--- src/rtl/scaler_bank.sv ---
// scaler_bank: NCHAN saturating event counters with a strobe-driven snapshot bank
// streamed out channel-by-channel over valid/ready, plus a missed-snapshot counter.
module scaler_bank #(
   parameter int NCHAN      = 8,
   parameter int WIDTH      = 12,
   parameter int MISS_WIDTH = 8
) (
   input  logic                     ifclk_i,
   input  logic                     rst_n_i,
   input  logic                     enable_i,
   input  logic [NCHAN-1:0]         count_i,
   input  logic                     period_ce_i,
   output logic [WIDTH:0]           dat_o,
   output logic [$clog2(NCHAN)-1:0] chan_o,
   output logic                     valid_o,
   output logic                     last_o,
   input  logic                     ready_i,
   output logic                     busy_o,
   output logic                     missed_o,
   output logic [MISS_WIDTH-1:0]    miss_cnt_o
);

   localparam int CW = $clog2(NCHAN);
   localparam logic [CW-1:0]         LAST_CHAN = CW'(NCHAN - 1);
   localparam logic [WIDTH-1:0]      MAX_CNT   = '1;
   localparam logic [MISS_WIDTH-1:0] MAX_MISS  = '1;

   typedef enum logic {
      IDLE,
      STREAM
   } state_e;

   state_e                 state_q, state_d;
   logic [CW-1:0]          ptr_q, ptr_d;
   logic [WIDTH-1:0]       live_q [NCHAN];
   logic [WIDTH-1:0]       live_d [NCHAN];
   logic [NCHAN-1:0]       sat_q, sat_d;
   logic [WIDTH-1:0]       hold_q [NCHAN];
   logic [NCHAN-1:0]       holdSat_q;
   logic                   loadHold;
   logic                   missed_q, missed_d;
   logic [MISS_WIDTH-1:0]  missCnt_q, missCnt_d;

   // An event coinciding with the strobe belongs to the new period, so it seeds the counter.
   always_comb begin
      for (int c = 0; c < NCHAN; c++) begin
         live_d[c] = live_q[c];
         sat_d[c]  = sat_q[c];
         if (period_ce_i) begin
            live_d[c] = WIDTH'(enable_i & count_i[c]);
            sat_d[c]  = 1'b0;
         end else if (enable_i & count_i[c]) begin
            if (live_q[c] != MAX_CNT) begin
               live_d[c] = live_q[c] + WIDTH'(1);
            end else begin
               sat_d[c] = 1'b1;
            end
         end
      end
   end

   always_comb begin
      state_d  = state_q;
      ptr_d    = ptr_q;
      loadHold = 1'b0;
      case (state_q)
         IDLE: begin
            if (period_ce_i) begin
               state_d  = STREAM;
               ptr_d    = '0;
               loadHold = 1'b1;
            end
         end
         STREAM: begin
            if (ready_i) begin
               if (ptr_q == LAST_CHAN) begin
                  state_d = IDLE;
                  ptr_d   = '0;
               end else begin
                  ptr_d = ptr_q + CW'(1);
               end
            end
         end
         default: begin
            state_d = IDLE;
            ptr_d   = '0;
         end
      endcase
   end

   // A strobe while still streaming (including the final-handshake cycle) is a dropped snapshot.
   always_comb begin
      missed_d  = period_ce_i && (state_q == STREAM);
      missCnt_d = missCnt_q;
      if (missed_d && (missCnt_q != MAX_MISS)) begin
         missCnt_d = missCnt_q + MISS_WIDTH'(1);
      end
   end

   always_ff @(posedge ifclk_i or negedge rst_n_i) begin
      if (!rst_n_i) begin
         state_q   <= IDLE;
         ptr_q     <= '0;
         sat_q     <= '0;
         holdSat_q <= '0;
         missed_q  <= 1'b0;
         missCnt_q <= '0;
         for (int c = 0; c < NCHAN; c++) begin
            live_q[c] <= '0;
            hold_q[c] <= '0;
         end
      end else begin
         state_q   <= state_d;
         ptr_q     <= ptr_d;
         sat_q     <= sat_d;
         missed_q  <= missed_d;
         missCnt_q <= missCnt_d;
         for (int c = 0; c < NCHAN; c++) begin
            live_q[c] <= live_d[c];
         end
         if (loadHold) begin
            holdSat_q <= sat_q;
            for (int c = 0; c < NCHAN; c++) begin
               hold_q[c] <= live_q[c];
            end
         end
      end
   end

   assign valid_o    = (state_q == STREAM);
   assign busy_o     = (state_q == STREAM);
   assign last_o     = valid_o && (ptr_q == LAST_CHAN);
   assign chan_o     = ptr_q;
   assign dat_o      = valid_o ? {holdSat_q[ptr_q], hold_q[ptr_q]} : '0;
   assign missed_o   = missed_q;
   assign miss_cnt_o = missCnt_q;

endmodule

--- config.mk ---
export PLATFORM = sky130hd
export DESIGN_NAME = scaler_bank
export DESIGN_NICKNAME = d
export VERILOG_FILES = /design/src/rtl/scaler_bank.sv
export SDC_FILE = /design/constraint.sdc
export NUM_CORES = 1
export LEC_CHECK = 0
export BUFFER_PORTS_ARGS = -buffer_cell sky130_fd_sc_hd__clkbuf_2
export CORE_MARGIN = 2
export CORE_UTILIZATION = 55
export DETAILED_ROUTE_END_ITERATION = 8
export PLACE_DENSITY = 0.79
export SKIP_CTS_REPAIR_TIMING = 1
export SLEW_MARGIN = 20
export SYNTH_ARGS = -nofsm -noshare
export SYNTH_HDL_FRONTEND = slang
export SYNTH_SLANG_ARGS = --single-unit
--- constraint.sdc ---
create_clock -name ifclk_i -period 2.55 [get_ports ifclk_i]
set_clock_uncertainty 0.05 [all_clocks]
set_input_delay 0.3825 -clock ifclk_i [delete_from_list [all_inputs] [get_ports ifclk_i]]
set_output_delay 0.3825 -clock ifclk_i [all_outputs]
set_load 0.01 [all_outputs]
# Yosys cells after proc, flatten, opt, wreduce, memory -nomap -nowiden
# Index checks and enable logic that the tools add are counted.
# classes
add_sub_neg	10
n_lt_le_gt_ge	2
n_eq_ne	20
n_mux	63
bitwise	18
reduce_logical	36
# ops
op	n
2-to-1 mux 12 bit	26
adder 12 x 1 -> 12 bit, second input constant	8
!= test 12 bit, second input constant	8
binary-select mux 12 bit (select 3 bit)	1
AND reduction 2 bit	17
nonzero test 2 bit	16
2-to-1 mux 1 bit	29
!= test 2 bit, second input constant	10
bitwise AND 1 bit	16
2-to-1 mux 13 bit	1
2-to-1 mux 3 bit	3
adder 8 x 1 -> 8 bit, second input constant	1
!= test 8 bit, second input constant	1
one-hot mux 3 bit (2 select lines)	1
greater-or-equal comparator 4 bit, second input constant	1
< comparator 3 x 4 -> 1 bit, second input constant	1
inverter 3 -> 4 bit	1
adder 3 x 1 -> 3 bit, second input constant	1
binary-select mux 1 bit (select 3 bit)	1
== test 3 bit, second input constant	1
logical AND 1 bit	3
one-hot mux 1 bit (2 select lines)	1
inverter 1 bit	1
# word_totals
ff_bits	221
input_bits	13
output_inout_bits	28
word_cells	178

# Logic depth before layout (Yosys ltp)
# Gate-level depths: netlist (run 1).
# depth
word_depth	5
ltp_mapped	7
mapped_depth_nobuf	5

# Least setup slack after synthesis (run 1)
# Ideal clock, no wire load.
# synth_path
path_kind	register to output
from	register ptr_q[0], in the netlist chan_o[0]
to	output port dat_o[10]
t_arrival_ns	1.728
required_time_ns	2.118
slack_ns	0.389
path_stages_with_launch	6
n_path_buf	2
cell_sequence	dfrtp_1 > buf_2 > buf_2 > mux4_2 > mux2i_1 > nor2b_1
# synth_between
elab_chain_len	5
# synth_rtl
element	line_no	rtl
from (decl)	34	logic [CW-1:0] ptr_q, ptr_d;
from (signal assigned)	114	ptr_q <= ptr_d;
inverter 3 -> 4 bit (implied by the code)	134	assign dat_o = valid_o ? {holdSat_q[ptr_q], hold_q[ptr_q]} : '0;
binary-select mux 12 bit (select 3 bit)	134	
2-to-1 mux 12 bit (implied by the code) (2 in series)	134	
2-to-1 mux 13 bit	134	
to (decl)	13	output logic [WIDTH:0] dat_o,
# Every way passes these cells. The select of a mux whose other input is x is not followed.

# Worst setup path in the final report (run 1)
# layout_path
from	register ptr_q[0], in the netlist chan_o[0]
to	output port dat_o[9]
# Same word-level chain as after synthesis.

==> results of run 1 <==
## cell type report
type | instances | area share
Clock buffer | 32 | 0.0528
Clock inverter | 11 | 0.0107
Inverter | 22 | 0.00671
Multi-Input combinational cell | 650 | 0.413
Sequential cell | 221 | 0.449
Tap cell | 265 | 0.0269
Timing Repair Buffer | 63 | 0.0404
## metrics by stage
stage,setup TNS (ps),utilization
6_report,-146,0.633
5_1_grt,-622,0.633
4_1_cts,-429,0.629
3_5_place_dp,0,0.589
3_3_place_gp,0,0.589
2_1_floorplan,0,-
## cells in the mapped netlist (22+ instances only)
cell / number / share of area
sky130_fd_sc_hd__o21ai_0: 37 / 0.017
sky130_fd_sc_hd__inv_1: 22 / 0.0076
sky130_fd_sc_hd__mux4_2: 26 / 0.054
sky130_fd_sc_hd__nand2_1: 66 / 0.023
sky130_fd_sc_hd__mux2_2: 103 / 0.11
sky130_fd_sc_hd__nor2_1: 42 / 0.014
sky130_fd_sc_hd__nand4_1: 26 / 0.015
sky130_fd_sc_hd__mux2i_1: 23 / 0.021
sky130_fd_sc_hd__nor2b_1: 25 / 0.014
sky130_fd_sc_hd__clkbuf_1: 34 / 0.012
sky130_fd_sc_hd__a21oi_1: 49 / 0.023
sky130_fd_sc_hd__nand3_1: 24 / 0.011
sky130_fd_sc_hd__dfrtp_1: 221 / 0.51
## path summary, 6_finish.rpt
check	from	to	slack, ps	depth (start not counted)
min reg2reg	miss_cnt_o[7]$_DFFE_PN0P_	miss_cnt_o[7]$_DFFE_PN0P_	450	1
max in group asynchronous	rst_n_i	hold_q[19]$_DFFE_PN0P_	1400	3
max	chan_o[0]$_DFFE_PN0P_	dat_o[9]	-40	5
max reg2reg	live_q[60]$_DFFE_PN0P_	live_q[67]$_DFFE_PN0P_	440	5
min in group asynchronous	rst_n_i	live_q[77]$_DFFE_PN0P_	330	2
min	count_i[1]	live_q[72]$_DFFE_PN0P_	70	3
## worst reg2reg max path, stage by stage (launching register included)
cell and delay [ps]:
sky130_fd_sc_hd__dfrtp_1 490, sky130_fd_sc_hd__ha_1 260, sky130_fd_sc_hd__inv_1 100, sky130_fd_sc_hd__o41ai_2 650
sky130_fd_sc_hd__nor4_1 140, sky130_fd_sc_hd__mux2_2 300
## per-layer routing
layer / global-route usage / vias to the layer above
met4: 0.0766 / 0
li1: - / 3629
met2: 0.401 / 292
met3: 0.0424 / 53
met1: 0.352 / 4074
met5: 0 / -
## where the power goes
group | switching, mW | internal (mW)
Clock | 1.46 | 2.01
Combinational | 0.954 | 0.955
Sequential | 0.355 | 3.83
Total | 2.77 | 6.80
## state kept, by name, indices dropped and copies added, names as in the netlist
| name | cells |
|---|---|
| miss_cnt_o | 8 |
| sat_q | 8 |
| holdSat_q | 8 |
| busy_o | 1 |
| hold_q | 96 |
| chan_o | 3 |
| missed_o | 1 |
| live_q | 96 |
## kinds of logic after synthesis
family	count (synthesis)
AO/OA/AOI/OAI	175
XOR/XNOR	13
adder cells (fa/ha/maj)	11
buffers and inverters	72
flip-flops	221
multiplexers	153
AND/OR/NAND/NOR	298
==> reports/summary.log, run 1 <==
INFO  outcome        result_of_the_run=complete, but fails checks
INFO  outcome        violations=setup timing
INFO  cts            tritoncts=built
INFO  synthesis      netlist-cell-type-count=66
INFO  routing        route.met3.wl=1620um
INFO  finish         syn2layout_area_growth=13.1%
INFO  setup_path     worstPathCellList=clkbuf_16 > mux4_2 > mux2i_1 > nor2b_1 > clkbuf_2
INFO  routing        drc=0
INFO  setup_path     critPathTopFamily=multiplexers
INFO  sta            fin_crit=2590ps
INFO  routing        drt.antenna.violating_nets=0
INFO  routing        drt_iter0_markers=756
INFO  synthesis      synth.cell_area=10900um^2
INFO  synthesis      synthAdderAreaFrac=0.0126
INFO  finish         layout.cells.most_common=sky130_fd_sc_hd__dfrtp_1
INFO  setup_path     timing.setup.critical_path_class=flop to output pin
INFO  cts            clock_tree.buffer_depth=3
INFO  synthesis      yosys-mux-area-fraction=0.182
INFO  sta            final.hold.worst_slack=74.3ps
INFO  routing        dr_wl_met2=12500um
INFO  routing        topRoutingLayerUsed=met4
INFO  sta            timing.final.max_slew_violations=0
INFO  global_route   grt_remaining_overflow=0
INFO  die            core_area=19500um^2
INFO  die            core.rowCount=51
INFO  synthesis      syn_nets=967
INFO  finish         layout.nets=1006
INFO  sta            final.setup.worst_slack=-36.9ps
INFO  cts            tritoncts.num_buffers=24
INFO  placement      dp_hpwl=17100um
INFO  power          vdd_ir_drop_max=0.528mV
INFO  sta            worst-slew-pin-transition=704ps
INFO  cts            clk-insertion-delay-late=520ps
INFO  sta            finalSetupViolCount=9
INFO  placement      io_buffers=40
INFO  placement      dp_cells=1217
INFO  finish         design_area=12300um^2
INFO  power          power-per-cell-area=777nW/um^2
INFO  routing        wl_met1=11300um
INFO  sta            fmax=0.387GHz
INFO  setup_path     worst_setup_path_start_kind=flop
INFO  power          total_power=9.56mW
INFO  finish         sequential_cell_area=5530um^2
INFO  synthesis      yosys_warnings=0
INFO  die            dieArea=20900um^2
INFO  min_path       min-delay-path-class=input port to flop
INFO  synthesis      synthesis.area_per_instance=11.5um^2
INFO  finish         multiInputGateArea=5090um^2
INFO  finish         layout.cells.non_filler=1264
INFO  sta            maxSlewHeadroom=0.527
INFO  routing        post_drt_wl_per_cell=20.6um
INFO  global_route   grt_util_all_layers=0.249
INFO  cts            htree_levels=1
INFO  synthesis      ys.flop_type=sky130_fd_sc_hd__dfrtp_1
INFO  synthesis      main_combinational_cell_family_by_area_after_synthesis=multiplexers
INFO  placement      gp_routability_congestion=0.854
INFO  setup_path     crit_path_max_fanout=8
INFO  finish         post_route_cells_drive_above_1_share=0.245
INFO  synthesis      synth_compound_area_frac=0.107
INFO  placement      pre_cts_setup_slack=324ps
INFO  setup_path     critical_path_required=2120ps
INFO  setup_path     critical_path.max_stage_delay=540ps
INFO  finish         antenna-diode-count=0
INFO  setup_path     timing.critical_path.slowest_stage_cell=sky130_fd_sc_hd__mux4_2
INFO  die            die_w=145um
INFO  cts            cts.sink_count=221
INFO  setup_path     worst-path-buf-inv=2
INFO  die            boundaryPins=41
INFO  power          power_leakage=5.43nW
INFO  finish         num-fill-cells=1449
INFO  synthesis      synth_enable_flop_cells=0
INFO  sta            finalCritPeriodShare=1.01
INFO  cts            worst_setup_hold_path_clk_slew=70ps
INFO  routing        finalWirelength=26100um
INFO  synthesis      synthSimpleGateAreaFrac=0.153
INFO  synthesis      seq_area_frac_synth=0.508
INFO  synthesis      synth_xor_xnor_area_share=0.0105
INFO  die            die_y=145um
INFO  finish         mostFrequentLayoutCells=sky130_fd_sc_hd__dfrtp_1 (219), sky130_fd_sc_hd__mux2_2 (103), sky130_fd_sc_hd__nand2_1 (66)
INFO  routing        vias=8048
INFO  synthesis      synthArstFlopShare=1.00
INFO  sta            rsz_0062_raised_after_global_routing=true
INFO  job            max_cap_viol_count=0
INFO  routing        drt_pass1_iterations=5
INFO  global_route   number_of_antenna_violations_at_the_first_check_in_global_routing=0
INFO  placement      placement.cell_area=11500um^2
INFO  sta            hold_viol_final=0
INFO  routing        viasPerCell=6.37
INFO  global_route   grt_start_max_net_pins=66
INFO  synthesis      synth-seq-cells=221
INFO  die            starting_density_of_the_core=0.560
INFO  global_route   vias_in_the_first_global_route=7753
INFO  cts            cts.root.buffer_cell=sky130_fd_sc_hd__clkbuf_16
INFO  setup_path     worst-endpoint-arrival=2150ps
INFO  global_route   first_pass_grt_wire_length=40800um
INFO  synthesis      postSynthCellCount=943
INFO  setup_path     cp-end-kind=output pin
(Power assumes the default switching activity.)
==> inputs of run 2 (changes only) <==
ABC_AREA = 1   (was unset)
CORE_MARGIN = unset   (was 2)
==> run 2 against run 1 <==
Worst setup slack gained 65 ps. Maximum frequency grew 2.6%. Largest cell class unchanged. First-iteration DRC count shrank 10%. Cell count grew 46%. Wire length grew 11%. Global-route usage grew 2.5 points. Synthesized cell count grew 60%. The run now ends clean. Sequential power shrank 5%. Clock-buffer cell count grew 1. Combinational power grew 48%. Via count grew 27%. Clock power grew 10%.
==> reports/summary.log, run 2 <==
INFO  finish         multiInputGateArea=5340um^2
INFO  cts            tritoncts=built
INFO  synthesis      synth-seq-cells=221
INFO  placement      io_buffers=40
INFO  die            core.rowCount=53
INFO  min_path       worstHoldPathCells=2
INFO  sta            setup_tns=0ps
INFO  power          power_leakage=6.09nW
INFO  setup_path     worst_setup_path_start_kind=flop
INFO  sta            finalSetupViolCount=0
INFO  job            max_cap_viol_count=0
INFO  setup_path     worst-endpoint-arrival=2090ps
INFO  routing        vias=10.2k
INFO  finish         mostFrequentLayoutCells=sky130_fd_sc_hd__nand2_1 (354), sky130_fd_sc_hd__dfrtp_1 (220), sky130_fd_sc_hd__nor2_1 (200)
INFO  cts            worst_setup_hold_path_clk_slew=60ps
INFO  die            die_w=148um
INFO  sta            fmax=0.397GHz
INFO  synthesis      synthArstFlopShare=1.00
INFO  synthesis      syn_nets=1533
INFO  synthesis      synthMostInstantiatedCell=sky130_fd_sc_hd__nand2_1
INFO  sta            fin_crit=2520ps
INFO  finish         num-fill-cells=1817
INFO  die            boundaryPins=41
INFO  finish         sequential_cell_area=5530um^2
INFO  cts            clock_tree.buffer_depth=3
INFO  setup_path     crit_path_max_fanout=20
INFO  placement      dp_hpwl=20600um
INFO  global_route   grt_remaining_overflow=0
INFO  setup_path     worst_r2r_path_depth=9
INFO  finish         layout.cells.non_filler=1841
INFO  global_route   vias_in_the_first_global_route=9851
INFO  finish         layout.cells.most_common=sky130_fd_sc_hd__nand2_1
INFO  routing        finalWirelength=29000um
INFO  routing        post_drt_wl_per_cell=15.8um
INFO  routing        viasPerCell=5.54
INFO  synthesis      synth_largest_area_cell=sky130_fd_sc_hd__dfrtp_1
INFO  global_route   grt_start_max_net_pins=79
INFO  die            starting_density_of_the_core=0.559
INFO  synthesis      postSynthCellCount=1509
INFO  finish         antenna-diode-count=0
INFO  power          total_power=10.6mW
INFO  placement      pre_cts_setup_slack=532ps
INFO  setup_path     critical_path_required=2120ps
INFO  setup_path     r2r-start=live_q[84]$_DFFE_PN0P_
INFO  synthesis      seq_area_frac_synth=0.472
INFO  setup_path     critical_path.endpoint=dat_o[4]
INFO  synthesis      netlist-cell-type-count=40
INFO  setup_path     r2r-end=live_q[91]$_DFFE_PN0P_
INFO  synthesis      ys.flop_type=sky130_fd_sc_hd__dfrtp_1
INFO  power          vdd_ir_drop_max=0.504mV
INFO  die            core_area=21000um^2
INFO  synthesis      synth.cell_area=11700um^2
INFO  placement      gp_routability_congestion=0.938
INFO  finish         layout.nets=1572
INFO  sta            final.hold.worst_slack=80.9ps
INFO  synthesis      synth_enable_flop_cells=0
INFO  setup_path     cp-end-kind=output pin
INFO  synthesis      yosys_warnings=0
INFO  min_path       min-delay-path-class=input port to flop
INFO  sta            timing.final.max_slew_violations=0
INFO  sta            worst-slew-pin-transition=624ps
INFO  cts            cts.sink_count=221
INFO  finish         post_route_cells_drive_above_1_share=0.126
INFO  routing        drt_iter0_markers=679
INFO  synthesis      top_cells_by_instance_count_after_synthesis=sky130_fd_sc_hd__nand2_1 (354), sky130_fd_sc_hd__dfrtp_1 (221), sky130_fd_sc_hd__o21ai_0 (203)
INFO  sta            maxSlewHeadroom=0.584
INFO  sta            rsz_0062_raised_after_global_routing=true
INFO  sta            hold_viol_final=0
INFO  setup_path     setup.worst_path.start=chan_o[0]$_DFFE_PN0P_
INFO  cts            clk-insertion-delay-late=530ps
INFO  synthesis      synthDominantCellAreaShare=0.472
INFO  power          power-per-cell-area=806nW/um^2
INFO  routing        drt_pass1_iterations=5
INFO  setup_path     worst-r2r-setup-slack=890ps
INFO  sta            final.setup.worst_slack=28.3ps
INFO  setup_path     timing.setup.critical_path_class=flop to output pin
INFO  synthesis      ys_top_cells_by_area=sky130_fd_sc_hd__dfrtp_1 (47%), sky130_fd_sc_hd__nand2_1 (11%), sky130_fd_sc_hd__o21ai_0 (8.7%)
INFO  placement      dp_cells=1795
INFO  synthesis      synthesis.area_per_instance=7.76um^2
INFO  finish         reg_top3=hold_q: 96 flops, live_q: 96 flops
INFO  cts            cts.root.buffer_cell=sky130_fd_sc_hd__clkbuf_16
INFO  global_route   grt_util_all_layers=0.274
INFO  sta            finalCritPeriodShare=0.989
INFO  die            dieArea=21900um^2
INFO  die            die_y=148um
INFO  finish         syn2layout_area_growth=12.7%
INFO  routing        drt.antenna.violating_nets=0
INFO  outcome        result_of_the_run=complete, no violations
INFO  cts            htree_levels=1
INFO  routing        drc=0
INFO  cts            tritoncts.num_buffers=25
INFO  global_route   first_pass_grt_wire_length=48800um
INFO  global_route   number_of_antenna_violations_at_the_first_check_in_global_routing=0
run 2: cell types whose count changed after synthesis, moves of 17 or more:
cell and change:
sky130_fd_sc_hd__a21oi_1 -29, sky130_fd_sc_hd__mux2_2 -88, sky130_fd_sc_hd__nand2_1 +288, sky130_fd_sc_hd__o21ai_1 +59, sky130_fd_sc_hd__mux2i_1 -23, sky130_fd_sc_hd__o21ai_0 +166
sky130_fd_sc_hd__mux4_2 -26, sky130_fd_sc_hd__nor2_1 +159, sky130_fd_sc_hd__or4_1 -18, sky130_fd_sc_hd__o31ai_1 -17, sky130_fd_sc_hd__or3_1 -18, sky130_fd_sc_hd__inv_1 +105
sky130_fd_sc_hd__nand3_1 +81, sky130_fd_sc_hd__nor2b_1 -25
run 2: metal layers:
layer  routed length, um  GRT usage
met1               13100      0.376
met2               13800      0.460
met3                1460     0.0361
met4                 735     0.0732
met5                   0          0
run 2: cells by family after synthesis:
| group | synth area share |
|---|---|
| AOI/OAI and AO/OA | 0.129 |
| xor gates and xnor gates | 0.0179 |
| adders and majority gates | 0.0117 |
| buffers and inverters | 0.0726 |
| DFF | 0.472 |
| muxes | 0.0144 |
| and+or+nand+nor | 0.282 |
run 2: metrics by stage:
stage / instance area, um^2 / util
2_1_floorplan: 11700 / -
3_3_place_gp: 12300 / 0.586
3_5_place_dp: 12300 / 0.586
4_1_cts: 13200 / 0.628
5_1_grt: 13200 / 0.630
6_report: 13200 / 0.630
run 2: report_power, final:
part | total, mW | internal (mW) | leakage, nW | switching, mW
Combinational | 2.83 | 0.996 | 2.62 | 1.84
Clock | 3.82 | 2.36 | 0.437 | 1.47
Sequential | 3.99 | 3.77 | 3.03 | 0.223
Total | 10.6 | 7.12 | 6.09 | 3.52
run 2: layout make-up:
| cell class | instances | area share |
|---|---|---|
| clock buffer | 33 | 0.0534 |
| clock inverter | 12 | 0.0135 |
| inverter | 143 | 0.0425 |
| multi-input combinational | 1089 | 0.405 |
| sequential | 221 | 0.419 |
| tap | 275 | 0.0261 |
| timing repair buffer | 68 | 0.0411 |
run 2: worst min path at each step:
stage                       start                        end  slack, ps
after floorplan           rst_n_i           busy_o$_DFF_PN0_         40
after global placement    rst_n_i  miss_cnt_o[4]$_DFFE_PN0P_        360
after detailed placement  rst_n_i  miss_cnt_o[3]$_DFFE_PN0P_        360
after CTS                 rst_n_i  miss_cnt_o[3]$_DFFE_PN0P_       -190
after global routing      ready_i           busy_o$_DFF_PN0_         90
final                     ready_i           busy_o$_DFF_PN0_         80
run 2: critical path, cell delays in order (launching register included):
cell,delay (ps)
sky130_fd_sc_hd__dfrtp_2,440
sky130_fd_sc_hd__inv_4,170
sky130_fd_sc_hd__buf_6,200
sky130_fd_sc_hd__nor2_1,60
sky130_fd_sc_hd__o21ai_0,150
sky130_fd_sc_hd__o21ai_0,110
sky130_fd_sc_hd__nor2_1,240
sky130_fd_sc_hd__clkbuf_2,180
